## config.mk

```make
export PLATFORM = sky130hd
export DESIGN_NAME = wb_load_align_q
export DESIGN_NICKNAME = d
export VERILOG_FILES = /design/src/rtl/wb_load_align_q.sv
export SDC_FILE = /design/constraint.sdc
export NUM_CORES = 1
export LEC_CHECK = 0
export BUFFER_PORTS_ARGS = -buffer_cell sky130_fd_sc_hd__buf_2
export CORE_MARGIN = 3
export CORE_UTILIZATION = 30
export DETAILED_ROUTE_END_ITERATION = 6
export GPL_ROUTABILITY_DRIVEN = 1
export SLEW_MARGIN = 25
export SYNTH_ARGS = -nofsm -noshare
export SYNTH_HDL_FRONTEND = slang
export SYNTH_SLANG_ARGS = --single-unit
```

## constraint.sdc

```tcl
create_clock -name clk -period 26.7 [get_ports clk]
set_clock_uncertainty 0.1 [all_clocks]
set_input_delay 5.34 -clock clk [delete_from_list [all_inputs] [get_ports clk]]
set_output_delay 5.34 -clock clk [all_outputs]
set_load 0.01 [all_outputs]
```

## src/rtl/wb_load_align_q.sv

```systemverilog
// ---------------------------------------------------------------------------
// wb_load_align_q
//
// Writeback stage that sits between the memory-response side and the
// register-file write port. Requests (load results or ALU results) are
// buffered in a small circular queue. The queue head is aligned for MIPS
// sub-word loads (LB/LBU/LH/LHU/LW/LWL/LWR, plus LWU/LD when DATA_W=64) and
// is then captured in a single output register. That register drives one
// register-file write per accepted request.
//
// Parameters:
//   DATA_W   datapath width, 32 or 64
//   DEPTH    queue entries, power of two, >= 2
//   RADDR_W  register address width
//
// Ports:
//   clk, rst          clock; synchronous active-high reset
//   in_valid/in_ready request handshake into the queue
//   in_op             0 PASS,1 LB,2 LBU,3 LH,4 LHU,5 LW,6 LWU,7 LWL,8 LWR,
//                     9 LD; 10-15 are treated as PASS
//   in_alures         ALU result (PASS)
//   in_opr2           old rt value merged by LWL/LWR
//   in_vaddr          virtual address bits [2:0]
//   in_rdata          naturally aligned memory read data
//   in_wreg/in_waddr  request writes register in_waddr
//   wb_stall          hold the output register
//   out_wen/out_waddr/out_wdata  register-file write port
//   q_empty           queue and output register both empty
//
// Optional build macro WB_MISALIGN_EXC_EN:
//   Adds out_adel and out_badlo. A misaligned load then raises out_adel
//   (with out_badlo = vaddr) instead of writing zero, and its write is
//   suppressed.
//
// Handshake: a request transfers on a rising clk edge where in_valid and
// in_ready are both high. in_ready depends only on the queue's registered
// full state, so it never depends combinationally on in_valid. A full queue
// that is popping in the same cycle still reports in_ready=0.
// ---------------------------------------------------------------------------
module wb_load_align_q #(
    parameter int DATA_W  = 32,
    parameter int DEPTH   = 2,
    parameter int RADDR_W = 5
) (
    input  logic               clk,
    input  logic               rst,
    input  logic               in_valid,
    output logic               in_ready,
    input  logic [3:0]         in_op,
    input  logic [DATA_W-1:0]  in_alures,
    input  logic [DATA_W-1:0]  in_opr2,
    input  logic [2:0]         in_vaddr,
    input  logic [DATA_W-1:0]  in_rdata,
    input  logic               in_wreg,
    input  logic [RADDR_W-1:0] in_waddr,
    input  logic               wb_stall,
    output logic               out_wen,
    output logic [RADDR_W-1:0] out_waddr,
    output logic [DATA_W-1:0]  out_wdata,
    output logic               q_empty
`ifdef WB_MISALIGN_EXC_EN
    ,
    output logic               out_adel,
    output logic [2:0]         out_badlo
`endif
);

    localparam int IDX_W = $clog2(DEPTH);
    localparam int PTR_W = IDX_W + 1;
    localparam bit IS64  = (DATA_W == 64);

    localparam logic [3:0] OP_LB  = 4'd1;
    localparam logic [3:0] OP_LBU = 4'd2;
    localparam logic [3:0] OP_LH  = 4'd3;
    localparam logic [3:0] OP_LHU = 4'd4;
    localparam logic [3:0] OP_LW  = 4'd5;
    localparam logic [3:0] OP_LWU = 4'd6;
    localparam logic [3:0] OP_LWL = 4'd7;
    localparam logic [3:0] OP_LWR = 4'd8;
    localparam logic [3:0] OP_LD  = 4'd9;

    typedef struct packed {
        logic [3:0]         op;
        logic [DATA_W-1:0]  alures;
        logic [DATA_W-1:0]  opr2;
        logic [2:0]         vaddr;
        logic [DATA_W-1:0]  rdata;
        logic               wreg;
        logic [RADDR_W-1:0] waddr;
    } entry_t;

    // ------------------------------------------------------------------
    // Queue state
    // ------------------------------------------------------------------
    entry_t             mem_q [DEPTH];
    entry_t             mem_d [DEPTH];
    logic [PTR_W-1:0]   wr_ptr_q, wr_ptr_d;
    logic [PTR_W-1:0]   rd_ptr_q, rd_ptr_d;

    // Output register state
    logic               out_vld_q,   out_vld_d;
    logic               out_wreg_q,  out_wreg_d;
    logic [RADDR_W-1:0] out_waddr_q, out_waddr_d;
    logic [DATA_W-1:0]  out_wdata_q, out_wdata_d;
    logic               out_adel_q,  out_adel_d;
    logic [2:0]         out_badlo_q, out_badlo_d;

    logic   q_full;
    logic   q_emp;
    logic   push;
    logic   pop;
    entry_t in_entry;
    entry_t head;

    // Pointers carry one extra wrap bit: equal indices with differing wrap
    // bits means full, identical pointers means empty.
    assign q_full = (wr_ptr_q[PTR_W-1] != rd_ptr_q[PTR_W-1]) &&
                    (wr_ptr_q[IDX_W-1:0] == rd_ptr_q[IDX_W-1:0]);
    assign q_emp  = (wr_ptr_q == rd_ptr_q);

    assign push = in_valid && !q_full;
    // The head moves into the output register whenever that register is
    // free or is being drained this cycle.
    assign pop  = !q_emp && (!out_vld_q || !wb_stall);

    assign in_entry = '{op: in_op, alures: in_alures, opr2: in_opr2,
                        vaddr: in_vaddr, rdata: in_rdata, wreg: in_wreg,
                        waddr: in_waddr};
    assign head = mem_q[rd_ptr_q[IDX_W-1:0]];

    always_comb begin
        mem_d    = mem_q;
        wr_ptr_d = wr_ptr_q;
        rd_ptr_d = rd_ptr_q;
        if (push) begin
            mem_d[wr_ptr_q[IDX_W-1:0]] = in_entry;
            wr_ptr_d = wr_ptr_q + PTR_W'(1);
        end
        if (pop) begin
            rd_ptr_d = rd_ptr_q + PTR_W'(1);
        end
    end

    // ------------------------------------------------------------------
    // Load alignment on the queue head (little-endian byte lanes)
    // ------------------------------------------------------------------
    logic [2:0]        byte_idx;
    logic [1:0]        lane;
    logic [7:0]        b8;
    logic [15:0]       h16;
    logic [31:0]       w32;
    logic [31:0]       o32;
    logic [31:0]       merged;
    logic              misaligned;
    logic [DATA_W-1:0] align_data;

    always_comb begin
        // A 32-bit datapath only has four byte lanes, so vaddr[2] is ignored.
        byte_idx   = IS64 ? head.vaddr : {1'b0, head.vaddr[1:0]};
        lane       = head.vaddr[1:0];
        b8         = 8'(head.rdata >> {byte_idx, 3'b000});
        h16        = 16'(head.rdata >> {byte_idx[2:1], 4'b0000});
        w32        = 32'(head.rdata >> {(IS64 ? head.vaddr[2] : 1'b0), 5'b00000});
        o32        = 32'(head.opr2);
        merged     = w32;
        misaligned = 1'b0;
        align_data = head.alures;

        case (head.op)
            OP_LB:  align_data = DATA_W'($signed(b8));
            OP_LBU: align_data = DATA_W'(b8);
            OP_LH: begin
                misaligned = head.vaddr[0];
                align_data = DATA_W'($signed(h16));
            end
            OP_LHU: begin
                misaligned = head.vaddr[0];
                align_data = DATA_W'(h16);
            end
            OP_LW: begin
                misaligned = (lane != 2'b00);
                align_data = DATA_W'($signed(w32));
            end
            OP_LWU: begin
                misaligned = (lane != 2'b00);
                if (IS64) begin
                    align_data = DATA_W'(w32);
                end else begin
                    align_data = DATA_W'($signed(w32));
                end
            end
            OP_LD: begin
                // On a 32-bit datapath LD is a plain word load, so only word
                // alignment matters there.
                if (IS64) begin
                    misaligned = (head.vaddr != 3'd0);
                    align_data = head.rdata;
                end else begin
                    misaligned = (lane != 2'b00);
                    align_data = DATA_W'($signed(w32));
                end
            end
            OP_LWL: begin
                case (lane)
                    2'd0:    merged = {w32[7:0],  o32[23:0]};
                    2'd1:    merged = {w32[15:0], o32[15:0]};
                    2'd2:    merged = {w32[23:0], o32[7:0]};
                    default: merged = w32;
                endcase
                align_data = DATA_W'($signed(merged));
            end
            OP_LWR: begin
                case (lane)
                    2'd0:    merged = w32;
                    2'd1:    merged = {o32[31:24], w32[31:8]};
                    2'd2:    merged = {o32[31:16], w32[31:16]};
                    default: merged = {o32[31:8],  w32[31:24]};
                endcase
                align_data = DATA_W'($signed(merged));
            end
            default: align_data = head.alures;
        endcase

        if (misaligned) begin
            align_data = '0;
        end
    end

    // ------------------------------------------------------------------
    // Output register
    // ------------------------------------------------------------------
    always_comb begin
        out_vld_d   = out_vld_q;
        out_wreg_d  = out_wreg_q;
        out_waddr_d = out_waddr_q;
        out_wdata_d = out_wdata_q;
        out_adel_d  = out_adel_q;
        out_badlo_d = out_badlo_q;
        if (pop) begin
            out_vld_d   = 1'b1;
            out_wreg_d  = head.wreg;
            out_waddr_d = head.waddr;
            out_wdata_d = align_data;
            out_adel_d  = misaligned;
            out_badlo_d = misaligned ? head.vaddr : 3'd0;
        end else if (!wb_stall) begin
            out_vld_d = 1'b0;
        end
    end

    always_ff @(posedge clk) begin
        if (rst) begin
            wr_ptr_q    <= '0;
            rd_ptr_q    <= '0;
            out_vld_q   <= 1'b0;
            out_wreg_q  <= 1'b0;
            out_waddr_q <= '0;
            out_wdata_q <= '0;
            out_adel_q  <= 1'b0;
            out_badlo_q <= 3'd0;
        end else begin
            mem_q       <= mem_d;
            wr_ptr_q    <= wr_ptr_d;
            rd_ptr_q    <= rd_ptr_d;
            out_vld_q   <= out_vld_d;
            out_wreg_q  <= out_wreg_d;
            out_waddr_q <= out_waddr_d;
            out_wdata_q <= out_wdata_d;
            out_adel_q  <= out_adel_d;
            out_badlo_q <= out_badlo_d;
        end
    end

    // ------------------------------------------------------------------
    // Outputs
    // ------------------------------------------------------------------
    assign in_ready  = !q_full;
    assign q_empty   = q_emp && !out_vld_q;
    assign out_waddr = out_waddr_q;
    assign out_wdata = out_wdata_q;

`ifdef WB_MISALIGN_EXC_EN
    // A faulting load reports through out_adel and never writes the regfile.
    assign out_wen   = out_vld_q && out_wreg_q && !out_adel_q && !wb_stall && !rst;
    assign out_adel  = out_vld_q && out_adel_q && !wb_stall && !rst;
    assign out_badlo = out_badlo_q;
`else
    // Without the exception ports a misaligned load simply writes zero, and
    // the captured flag and address go unused.
    assign out_wen   = out_vld_q && out_wreg_q && !wb_stall && !rst;
    logic unused_exc;
    assign unused_exc = out_adel_q ^ (^out_badlo_q);
`endif

endmodule

```

==> impl_metrics.json <==
{
  "grt_pass1_wl_mm": 53.4,
  "fin_crit_ns": 11.37,
  "startpoint": "rst",
  "max_freq_mhz": 87.9,
  "die-width_um": 207,
  "ios": 153,
  "avgViaCountPerCell": 5.38,
  "io_buffers": 151,
  "hold_viol_final": 0,
  "leakage_nw": 5.00,
  "place_congestion": 0.896,
  "required_ns": 21.26,
  "route.met2.wl_mm": 17.2,
  "finalCritPeriodShare_pct": 42.6,
  "ys_top_cells_by_count": "edfxtp_1 (216), mux2i_1 (101), nor2_1 (75)",
  "die-area_um2": 42800,
  "wire_per_inst_um": 23.0,
  "cts_setup_buffers": 0,
  "vias": 8630,
  "fin_util_pct": 36.2,
  "track_usage_pct": 16.6,
  "antenna_left": 0,
  "first_iter_violations": 842,
  "ys_warn_count": 0,
  "multiInputGateArea_um2": 4390,
  "cp_max_fo": 17,
  "cp.arrival_ns": 5.93,
  "die_h_um": 207,
  "cts_max_path_buffers": 3,
  "ys_seq_area_share_pct": 60.7,
  "power_mw": 1.44,
  "postSynthAreaPerCell_um2": 13.0,
  "syn-num-nets": 1043,
  "fillers": 3883,
  "final.setup.tns_ns": 0,
  "dpl.hpwl_mm": 25.3,
  "wl_met3_mm": 2.57,
  "worstMarginPinSlew_ns": 1.02,
  "grt_pass1_vias": 8403,
  "synthFlopType": "edfxtp_1",
  "hp-class": "register to register",
  "rows": 72,
  "cts_sinks": 259,
  "critPathCaptureType": "output port",
  "ir_drop_uv": 54.4,
  "clock_latency_ns": 0.55,
  "layout.nets": 1176,
  "wl_met1_mm": 15.6,
  "min-delay-start": "out_wdata[7]$_SDFFE_PP0P_",
  "ys_seq_elements": 259,
  "drc": 0,
  "p_per_area_nw_per_um2": 101,
  "rsz0062_at_grt": "no",
  "rr_startpoint": "rd_ptr_q[0]$_SDFFE_PP0P_",
  "yosysMostFrequentCell": "edfxtp_1",
  "synth_area_leaders": "edfxtp_1 (54%), mux2i_1 (8.4%), dfxtp_1 (7.1%)",
  "start_kind": "input pin",
  "dpl.cell_count": 1549,
  "cts_resized": 0,
  "syn_to_final_growth_pct": 17.5,
  "coreArea_um2": 39300,
  "syn-instance-count": 930,
  "synth_edf_count": 216,
  "path_class": "input pin to output port",
  "yosysTopAreaCellShare_pct": 53.6,
  "dr.pass1.iters": 6,
  "numCtsBuffers": 29,
  "start_util_pct": 30.8,
  "antenna_found_initial": 4,
  "grt_max_degree": 68,
  "drive_gt1_share_pct": 25.6,
  "rr_worst_depth": 6,
  "rrSetupSlack_ns": 22.42,
  "postCtsHoldBufs": 0,
  "ys_types": 69,
  "synth-async-reset-ratio_pct": 0,
  "setup_viol": 0,
  "root_buffer": "clkbuf_16",
  "seq_area_um2": 7350,
  "htree_levels": 1,
  "finalMaxSlewViolations": 0,
  "syn_area_um2": 12100,
  "path_clk_slew_ns": 0.06,
  "drt-total-wl_mm": 36.9,
  "min_path_cells": 2,
  "cts_tree": "yes",
  "yosys.area.top_type": "edfxtp_1",
  "status": "finished, final reports clean",
  "grt_overflow_total": 0,
  "relSlewSlack_pct": 31.9,
  "final_cell_count_no_fill": 1603,
  "drv_cap": 0,
  "top_layer_used": "met5"
}
==> sequential cells by signal, indices dropped and copies added, names as in the netlist <==
name        count
mem_q         216
out_wdata      32
out_waddr       5
rd_ptr_q        2
wr_ptr_q        2
out_vld_q       1
out_wreg_q      1
==> final timing paths <==
check | endpoint
setup / recovery | out_wen
hold / removal | out_wdata[7]$_SDFFE_PP0P_
setup reg to reg | out_wdata[23]$_SDFFE_PP0P_
hold reg to reg | out_wdata[7]$_SDFFE_PP0P_
==> cell families (layout without fill, tap and decap cells) <==
logic type / count (synthesis) / in the layout / share of synthesized area [%]
buffers and inverters: 70 / 223 / 3.27
other: 0 / 2 / 0
AOI/OAI and AO/OA: 242 / 242 / 14.8
xor gates and xnor gates: 10 / 10 / 0.724
muxes: 146 / 146 / 12.8
and+or+nand+nor: 203 / 203 / 7.66
DFF: 259 / 259 / 60.7
==> layout make-up <==
class                           instances  area share [%]
Clock inverter                         10           0.730
Multi-Input combinational cell        601            30.9
Inverter                                1          0.0264
Sequential cell                       259            51.7
Timing Repair Buffer                  171            6.37
Clock buffer                           41            5.70
Antenna cell                            2          0.0352
Tap cell                              518            4.56
==> metrics by stage <==
| step | area (µm²) | hold WS [ns] | setup slack (ns) |
|---|---|---|---|
| 6_report | 14200 | 0.351 | 15.33 |
| 5_1_grt | 14200 | 0.384 | 15.25 |
| 4_1_cts | 14200 | 0.353 | 15.32 |
| 3_5_place_dp | 13300 | 0.344 | 15.32 |
| 3_3_place_gp | 13300 | 0.346 | 15.31 |
| 2_1_floorplan | 12100 | 0.374 | 12.49 |
==> metal layers <==
layer	global-route usage, %	vias up
met5	0	-
met4	6.07	2
met3	3.28	71
met2	26.8	337
met1	22.3	4249
li1	-	3971
==> layout by cell type (no fill, tap or decap), types with 4 or more instances in the layout <==
master	n
edfxtp_1	216
buf_2	151
mux2i_1	101
nor2_1	74
nand2_1	68
dfxtp_1	42
mux2_2	40
a21oi_1	29
clkbuf_16	29
o21ai_0	28
a211oi_1	27
o22ai_1	26
a221oi_1	21
buf_4	19
nor3_1	18
a31oi_1	13
a22oi_1	12
a2111oi_0	8
clkbuf_1	8
a221o_1	7
xor2_1	6
nand3_1	6
o211ai_1	6
a311oi_1	6
a32o_1	6
nor4_1	6
o21ai_1	5
nand2b_1	5
xnor2_1	4
nor3b_2	4
a21boi_1	4
o221ai_1	4
o32a_1	4
clkbuf_8	4
clkinv_2	4
==> report_power, final <==
part           internal [mW]  leakage [nW]  total (mW)  switching (mW)
clock network          0.229         0.447       0.385           0.156
registers              0.507          2.33       0.553          0.0465
logic                  0.175          2.22       0.498           0.322
total                  0.911          5.00        1.44           0.525
==> critical path, stage by stage <==
cell and delay, ns:
buf_2 0.24, nor3_1 0.20, buf_2 0.15
(Power assumes the default switching activity.)
